**src/rtl/imm_pkg.sv**
```systemverilog
// Shared RISC-V decode constants: immediate format codes, major opcodes and funct3 values.
package imm_pkg;

    typedef enum logic [2:0] {
        FMT_NONE  = 3'd0,
        FMT_I     = 3'd1,
        FMT_S     = 3'd2,
        FMT_B     = 3'd3,
        FMT_U     = 3'd4,
        FMT_J     = 3'd5,
        FMT_SHAMT = 3'd6,
        FMT_CSRI  = 3'd7
    } fmt_e;

    localparam logic [6:0] OPC_LOAD   = 7'b0000011;
    localparam logic [6:0] OPC_OP_IMM = 7'b0010011;
    localparam logic [6:0] OPC_AUIPC  = 7'b0010111;
    localparam logic [6:0] OPC_STORE  = 7'b0100011;
    localparam logic [6:0] OPC_OP     = 7'b0110011;
    localparam logic [6:0] OPC_LUI    = 7'b0110111;
    localparam logic [6:0] OPC_BRANCH = 7'b1100011;
    localparam logic [6:0] OPC_JALR   = 7'b1100111;
    localparam logic [6:0] OPC_JAL    = 7'b1101111;
    localparam logic [6:0] OPC_SYSTEM = 7'b1110011;

    localparam logic [2:0] F3_ADDI      = 3'd0;
    localparam logic [2:0] F3_SLLI      = 3'd1;
    localparam logic [2:0] F3_SLTI      = 3'd2;
    localparam logic [2:0] F3_SLTIU     = 3'd3;
    localparam logic [2:0] F3_XORI      = 3'd4;
    localparam logic [2:0] F3_SRLI_SRAI = 3'd5;
    localparam logic [2:0] F3_ORI       = 3'd6;
    localparam logic [2:0] F3_ANDI      = 3'd7;

    // Per-entry decode sideband stored alongside the immediate
    typedef struct packed {
        fmt_e fmt;
        logic illegal;
    } meta_t;

endpackage

```
**src/rtl/imm_extract.sv**
```systemverilog
// Combinational immediate extraction for one 32-bit instruction word.
module imm_extract
    import imm_pkg::*;
#(
    parameter int unsigned XLEN = 32
) (
    input  logic [31:0]     instr,
    output logic [XLEN-1:0] imm_c,
    output fmt_e            fmt_c,
    output logic            illegal_c
);

    logic [6:0] opcode;
    logic [2:0] funct3;

    assign opcode = instr[6:0];
    assign funct3 = instr[14:12];

    always_comb begin
        imm_c     = '0;
        fmt_c     = FMT_NONE;
        illegal_c = 1'b0;
        case (opcode)
            OPC_LOAD, OPC_JALR: begin
                fmt_c = FMT_I;
                imm_c = XLEN'($signed(instr[31:20]));
            end
            OPC_OP_IMM: begin
                if (funct3 == F3_SLLI || funct3 == F3_SRLI_SRAI) begin
                    fmt_c = FMT_SHAMT;
                    if (XLEN == 32) begin
                        // shamt[5] has no meaning on RV32
                        if (instr[25]) illegal_c = 1'b1;
                        else           imm_c     = XLEN'(instr[24:20]);
                    end else begin
                        imm_c = XLEN'(instr[25:20]);
                    end
                end else begin
                    // SLTIU included: its immediate is sign-extended too
                    fmt_c = FMT_I;
                    imm_c = XLEN'($signed(instr[31:20]));
                end
            end
            OPC_STORE: begin
                fmt_c = FMT_S;
                imm_c = XLEN'($signed({instr[31:25], instr[11:7]}));
            end
            OPC_BRANCH: begin
                fmt_c = FMT_B;
                imm_c = XLEN'($signed({instr[31], instr[7], instr[30:25], instr[11:8], 1'b0}));
            end
            OPC_LUI, OPC_AUIPC: begin
                fmt_c = FMT_U;
                imm_c = XLEN'($signed({instr[31:12], 12'b0}));
            end
            OPC_JAL: begin
                fmt_c = FMT_J;
                imm_c = XLEN'($signed({instr[31], instr[19:12], instr[20], instr[30:21], 1'b0}));
            end
            OPC_SYSTEM: begin
                if (funct3[2]) begin
                    fmt_c = FMT_CSRI;
                    imm_c = XLEN'(instr[19:15]);
                end
            end
            default: ;
        endcase
    end

endmodule

```
**src/rtl/imm_gen_pipe.sv**
```systemverilog
// Immediate generator with a DEPTH-entry circular output buffer and valid/ready handshakes.
module imm_gen_pipe
    import imm_pkg::*;
#(
    parameter int unsigned XLEN  = 32,
    parameter int unsigned DEPTH = 2,
    parameter int unsigned TAG_W = 32
) (
    input  logic             clk,
    input  logic             rst,
    input  logic             flush,
    input  logic             in_valid,
    output logic             in_ready,
    input  logic [31:0]      in_instr,
    input  logic [TAG_W-1:0] in_tag,
    output logic             out_valid,
    input  logic             out_ready,
    output logic [XLEN-1:0]  out_imm,
    output logic [2:0]       out_fmt,
    output logic             out_illegal,
    output logic [TAG_W-1:0] out_tag,
    output logic [31:0]      decode_cnt
);

    localparam int unsigned PTR_W = (DEPTH > 1) ? $clog2(DEPTH) : 1;
    localparam int unsigned CNT_W = $clog2(DEPTH + 1);

    logic [XLEN-1:0]  ext_imm_c;
    fmt_e             ext_fmt_c;
    logic             ext_illegal_c;

    logic [XLEN-1:0]  mem_imm  [DEPTH];
    meta_t            mem_meta [DEPTH];
    logic [TAG_W-1:0] mem_tag  [DEPTH];

    logic [PTR_W-1:0] wr_ptr, rd_ptr, wr_ptr_nx, rd_ptr_nx;
    logic [CNT_W-1:0] count, count_nx;
    logic             push_c, pop_c, load_new_c, load_mem_c;

    imm_extract #(.XLEN(XLEN)) u_extract (
        .instr     (in_instr),
        .imm_c     (ext_imm_c),
        .fmt_c     (ext_fmt_c),
        .illegal_c (ext_illegal_c)
    );

    function automatic logic [PTR_W-1:0] ptr_inc(input logic [PTR_W-1:0] p);
        return (p == PTR_W'(DEPTH - 1)) ? '0 : p + PTR_W'(1);
    endfunction

    assign push_c = in_valid & in_ready & ~flush;
    assign pop_c  = out_valid & out_ready;

    // Next occupancy/pointers and selection of the next presented head entry
    always_comb begin
        count_nx   = count;
        wr_ptr_nx  = wr_ptr;
        rd_ptr_nx  = rd_ptr;
        load_new_c = 1'b0;
        load_mem_c = 1'b0;
        if (flush) begin
            count_nx  = '0;
            wr_ptr_nx = '0;
            rd_ptr_nx = '0;
        end else begin
            if (push_c) wr_ptr_nx = ptr_inc(wr_ptr);
            if (pop_c)  rd_ptr_nx = ptr_inc(rd_ptr);
            count_nx = count + CNT_W'(push_c) - CNT_W'(pop_c);
            if (push_c && (count == '0 || (count == CNT_W'(1) && pop_c)))
                load_new_c = 1'b1;
            else if (pop_c && count > CNT_W'(1))
                load_mem_c = 1'b1;
        end
    end

    always_ff @(posedge clk) begin
        if (!rst) begin
            count       <= '0;
            wr_ptr      <= '0;
            rd_ptr      <= '0;
            in_ready    <= 1'b1;
            out_valid   <= 1'b0;
            out_imm     <= '0;
            out_fmt     <= '0;
            out_illegal <= 1'b0;
            out_tag     <= '0;
            decode_cnt  <= '0;
        end else begin
            count      <= count_nx;
            wr_ptr     <= wr_ptr_nx;
            rd_ptr     <= rd_ptr_nx;
            in_ready   <= (count_nx < CNT_W'(DEPTH));
            out_valid  <= (count_nx != '0);
            decode_cnt <= decode_cnt + 32'(pop_c);
            if (load_new_c) begin
                out_imm     <= ext_imm_c;
                out_fmt     <= 3'(ext_fmt_c);
                out_illegal <= ext_illegal_c;
                out_tag     <= in_tag;
            end else if (load_mem_c) begin
                out_imm     <= mem_imm[rd_ptr_nx];
                out_fmt     <= 3'(mem_meta[rd_ptr_nx].fmt);
                out_illegal <= mem_meta[rd_ptr_nx].illegal;
                out_tag     <= mem_tag[rd_ptr_nx];
            end
        end
    end

    // Storage array; contents are only meaningful under the occupancy counter
    always_ff @(posedge clk) begin
        if (push_c) begin
            mem_imm[wr_ptr]  <= ext_imm_c;
            mem_meta[wr_ptr] <= '{fmt: ext_fmt_c, illegal: ext_illegal_c};
            mem_tag[wr_ptr]  <= in_tag;
        end
    end

endmodule

```
**config.mk**
```make
export PLATFORM = sky130hd
export DESIGN_NAME = imm_gen_pipe
export DESIGN_NICKNAME = d
export VERILOG_FILES = /design/src/rtl/imm_pkg.sv /design/src/rtl/imm_extract.sv /design/src/rtl/imm_gen_pipe.sv
export SDC_FILE = /design/constraint.sdc
export NUM_CORES = 1
export LEC_CHECK = 0
export CAP_MARGIN = 20
export CORE_ASPECT_RATIO = 0.7
export CORE_MARGIN = 4
export CORE_UTILIZATION = 45
export DETAILED_ROUTE_END_ITERATION = 12
export PLACE_DENSITY = 0.84
export SETUP_SLACK_MARGIN = 0.4
export SYNTH_ARGS = -nofsm -noshare
export SYNTH_HDL_FRONTEND = slang
export SYNTH_SLANG_ARGS = --single-unit
```
**constraint.sdc**
```tcl
create_clock -name clk -period 4 [get_ports clk]
set_clock_uncertainty 0.2 [all_clocks]
set_input_delay 0.4 -clock clk [delete_from_list [all_inputs] [get_ports clk]]
set_output_delay 0.4 -clock clk [all_outputs]
set_load 0.02 [all_outputs]
```
==> results_dict.tcl <==
set metrics [dict create \
    status "completed" \
    cts_setup_buffers 0 \
    yosysWarnings 0 \
    finalHoldViolCount 0 \
    synthFlopType "edfxtp_1" \
    clockRootBuffer "clkbuf_16" \
    timing.rr.end "decode_cnt[26]" \
    max_slew_margin_pct 38.4 \
    grt_pass1_vias 7387 \
    setup.worst_path.start_class "input pin" \
    synth_top_family_by_area "simple AND/OR/NAND/NOR gates" \
    fp.dieW_um 186 \
    cp-end-kind "flip-flop" \
    synth_xor_xnor_area_share_pct 2.79 \
    antenna_found_initial 1 \
    grt_setup_unrepaired "no" \
    fin_hold_ws_ns 0.280 \
    path_class "input pin to flip-flop" \
    synth-seq-cells 242 \
    cp.required_ns 4.17 \
    synth_compound_area_share_pct 12.6 \
    via_per_inst 5.76 \
    critPathLaunch "out_ready" \
    htreeDepth 1 \
    muxShareOfSynthArea_pct 2.83 \
    tightest_slew_ns 0.924 \
    diodes 0 \
    busiest_layer "met2" \
    seq_area_frac_synth_pct 61.8 \
    cp_slowest_cell "clkdlybuf4s50_1" \
    clock_latency_ns 0.51 \
    grt.met1_usage_pct 27.6 \
    grt_overflow_total 0 \
    crit_path_end "decode_cnt[26]" \
    drive_gt1_share_pct 7.25 \
    drtIter0Drc 766 \
    grt_max_degree 50 \
    ctsLongestPathBuffers 3 \
    clock-sinks 242 \
    worstHoldPathCells 2 \
    cp_max_fo 7 \
    die_area_um2 24800 \
    p_leak_nw 4.40 \
    crit_arrival_ns 2.95 \
    fin_crit_ns 2.78 \
    gr-usage-all-layers_pct 20.2 \
    num_io_pins 171 \
    die_y_um 133 \
    wl_per_cell_um 19.7 \
    start_util_pct 46.1 \
    power_w 0.00518 \
    async_flop_share_pct 0 \
    cts_resized 0 \
    timing.reg2reg.setup_slack_ns 1.23 \
    dp.cells 1287 \
    max_freq_ghz 0.359 \
    grt_pass1_wl_mm 40.9 \
    synth_area_um2 10000 \
    r2r-start "out_valid" \
    port-buffer-count 170 \
    synthSimpleGateAreaFrac_pct 16.3 \
    path_clk_slew_ns 0.06 \
    synthDistinctLibCells 63 \
    synth_fa_ha_area_share_pct 0.499 \
    cts_tree "built" \
    crit_path_frequent_cell "ha_1" \
    rr_worst_depth 10 \
    vias 7655 \
    rows 45 \
    p_per_area_nw_per_um2 406 \
    grt_use_met3_pct 5.64 \
    synth_edf_count 136 \
    crit_chain "clkdlybuf4s50_1 -> nand2_2 -> inv_2 -> ha_1 -> ha_1 -> and4_1 -> nor2b_1 -> buf_4 -> nand4_1 -> xor2_1 -> nor2_1" \
    ctsHoldBuffers 0 \
    ant_nets 0 \
    slew_viol_final 0 \
    synth_nets 949 \
    syn_area_per_cell_um2 11.5 \
    globalRouteMet2Util_pct 32.3 \
    peakVddDrop_uv 358 \
    area_growth_pct 27.0 \
    drc 0 \
    hpwlAfterDp_mm 17.0 \
    gp_congestion 0.863 \
    cpPeakStageDelay_ns 0.52 \
    drtPass1Iterations 7 \
    syn-instance-count 876 \
    hp-class "flip-flop to flip-flop" \
    coreArea_um2 21800 \
    nNetsFinal 1104 \
    drv_cap 0 \
    min_period_over_period_pct 69.6 \
    wirelength_mm 26.3 \
    finalSetupViolations 0 \
    instances_no_fill 1330 \
    cts_made_buffers 24 \
]
==> per-layer routing <==
metal / part of all wire, % / wire (µm)
met1: 42 / 11100
met2: 45 / 11900
met3: 10 / 2630
met4: 2.4 / 621
met5: 0.050 / 13
==> sequential cells by signal (all words and copies together), names as in the netlist <==
register,cells
out_illegal,1
rd_ptr,1
out_valid,1
count,2
out_fmt,3
mem_tag,64
in_ready,1
out_imm,32
decode_cnt,32
mem_meta,8
wr_ptr,1
mem_imm,64
out_tag,32
==> worst max-delay path: cells and delay by family <==
| family | cells | cell delay [ns] |
|---|---|---|
| XOR/XNOR | 1 | 0.17 |
| AND/OR/NAND/NOR | 5 | 1.02 |
| adder cells (fa/ha/maj) | 2 | 0.44 |
| buffers and inverters | 3 | 0.91 |
==> cell type report <==
| type | instances | area [µm²] |
|---|---|---|
| fill | 1698 | 9040 |
| inverter | 14 | 52.6 |
| clock inverter | 5 | 28.8 |
| tap | 282 | 353 |
| sequential | 242 | 6210 |
| multi-input combinational | 561 | 3550 |
| timing repair buffer | 188 | 1860 |
| clock buffer | 38 | 698 |
==> synth_stat cells, types with 8 or more instances <==
| cell | count | area (µm²) |
|---|---|---|
| dfxtp_1 | 106 | 2120 |
| inv_1 | 12 | 45.0 |
| nand3_1 | 42 | 210 |
| nor2_1 | 71 | 267 |
| mux2i_1 | 25 | 250 |
| xnor2_1 | 14 | 123 |
| edfxtp_1 | 136 | 4080 |
| or3_1 | 35 | 219 |
| and2_1 | 15 | 93.8 |
| a211o_1 | 21 | 184 |
| o211ai_1 | 32 | 240 |
| o21ai_0 | 9 | 45.0 |
| buf_2 | 18 | 90.1 |
| a21oi_1 | 46 | 230 |
| nand4_1 | 15 | 93.8 |
| o31ai_1 | 9 | 67.6 |
| a22oi_1 | 21 | 158 |
| clkbuf_1 | 32 | 120 |
| nor3_1 | 24 | 120 |
| nand2_1 | 76 | 285 |
| a31oi_1 | 8 | 50.1 |
| xor2_1 | 18 | 158 |
==> cell families after synthesis <==
family	Yosys count
and+or+nand+nor	320
DFF	242
AOI/OAI and AO/OA	178
buffers and inverters	73
xor gates and xnor gates	32
muxes	27
adders and majority gates	4
==> report_power, final <==
group	leakage [nW]	internal (W)	total [W]	switching [W]
clock network	0.357	0.00120	0.00210	0.000904
logic	1.96	0.000152	0.000371	0.000218
registers	2.09	0.00268	0.00270	0.0000227
total	4.40	0.00403	0.00518	0.00115
==> placed cells by master (no fill, tap or decap), types with 6 or more instances in the layout <==
cell type          n
clkdlybuf4s50_1  169
edfxtp_1         136
dfxtp_1          106
nand2_1           76
nor2_1            69
a21oi_1           46
nand3_1           42
or3_1             35
o211ai_1          32
mux2i_1           25
clkbuf_16         25
nor3_1            23
a22oi_1           21
a211o_1           21
xor2_1            18
buf_4             16
and2_1            15
nand4_1           15
xnor2_1           12
inv_1             12
clkbuf_1          10
o21ai_0            9
o31ai_1            9
a31oi_1            8
o21a_1             7
o221ai_1           6
==> worst min-delay path by stage <==
stage                              start              to  slack (ns)
after floorplan                in_tag[0]   mem_tag[0][0]        0.30
after global placement    decode_cnt[31]  decode_cnt[31]        0.27
after detailed placement     out_imm[10]     out_imm[10]        0.28
after CTS                     in_tag[11]     out_tag[11]        0.28
after global routing          in_tag[31]  mem_tag[1][31]        0.29
final                        out_imm[10]     out_imm[10]        0.28
==> stage by stage <==
stage | setup TNS, ns | area [µm²] | setup WS [ns] | util (%)
floorplan | -23.13 | 10000 | -0.170 | -
global placement | 0 | 12000 | 0.861 | 55.2
detailed placement | 0 | 12000 | 0.723 | 55.2
CTS | 0 | 12700 | 1.25 | 58.5
global route | 0 | 12700 | 1.04 | 58.5
finish | 0 | 12700 | 1.22 | 58.5
Note: power is estimated with default switching activity, not from simulation.
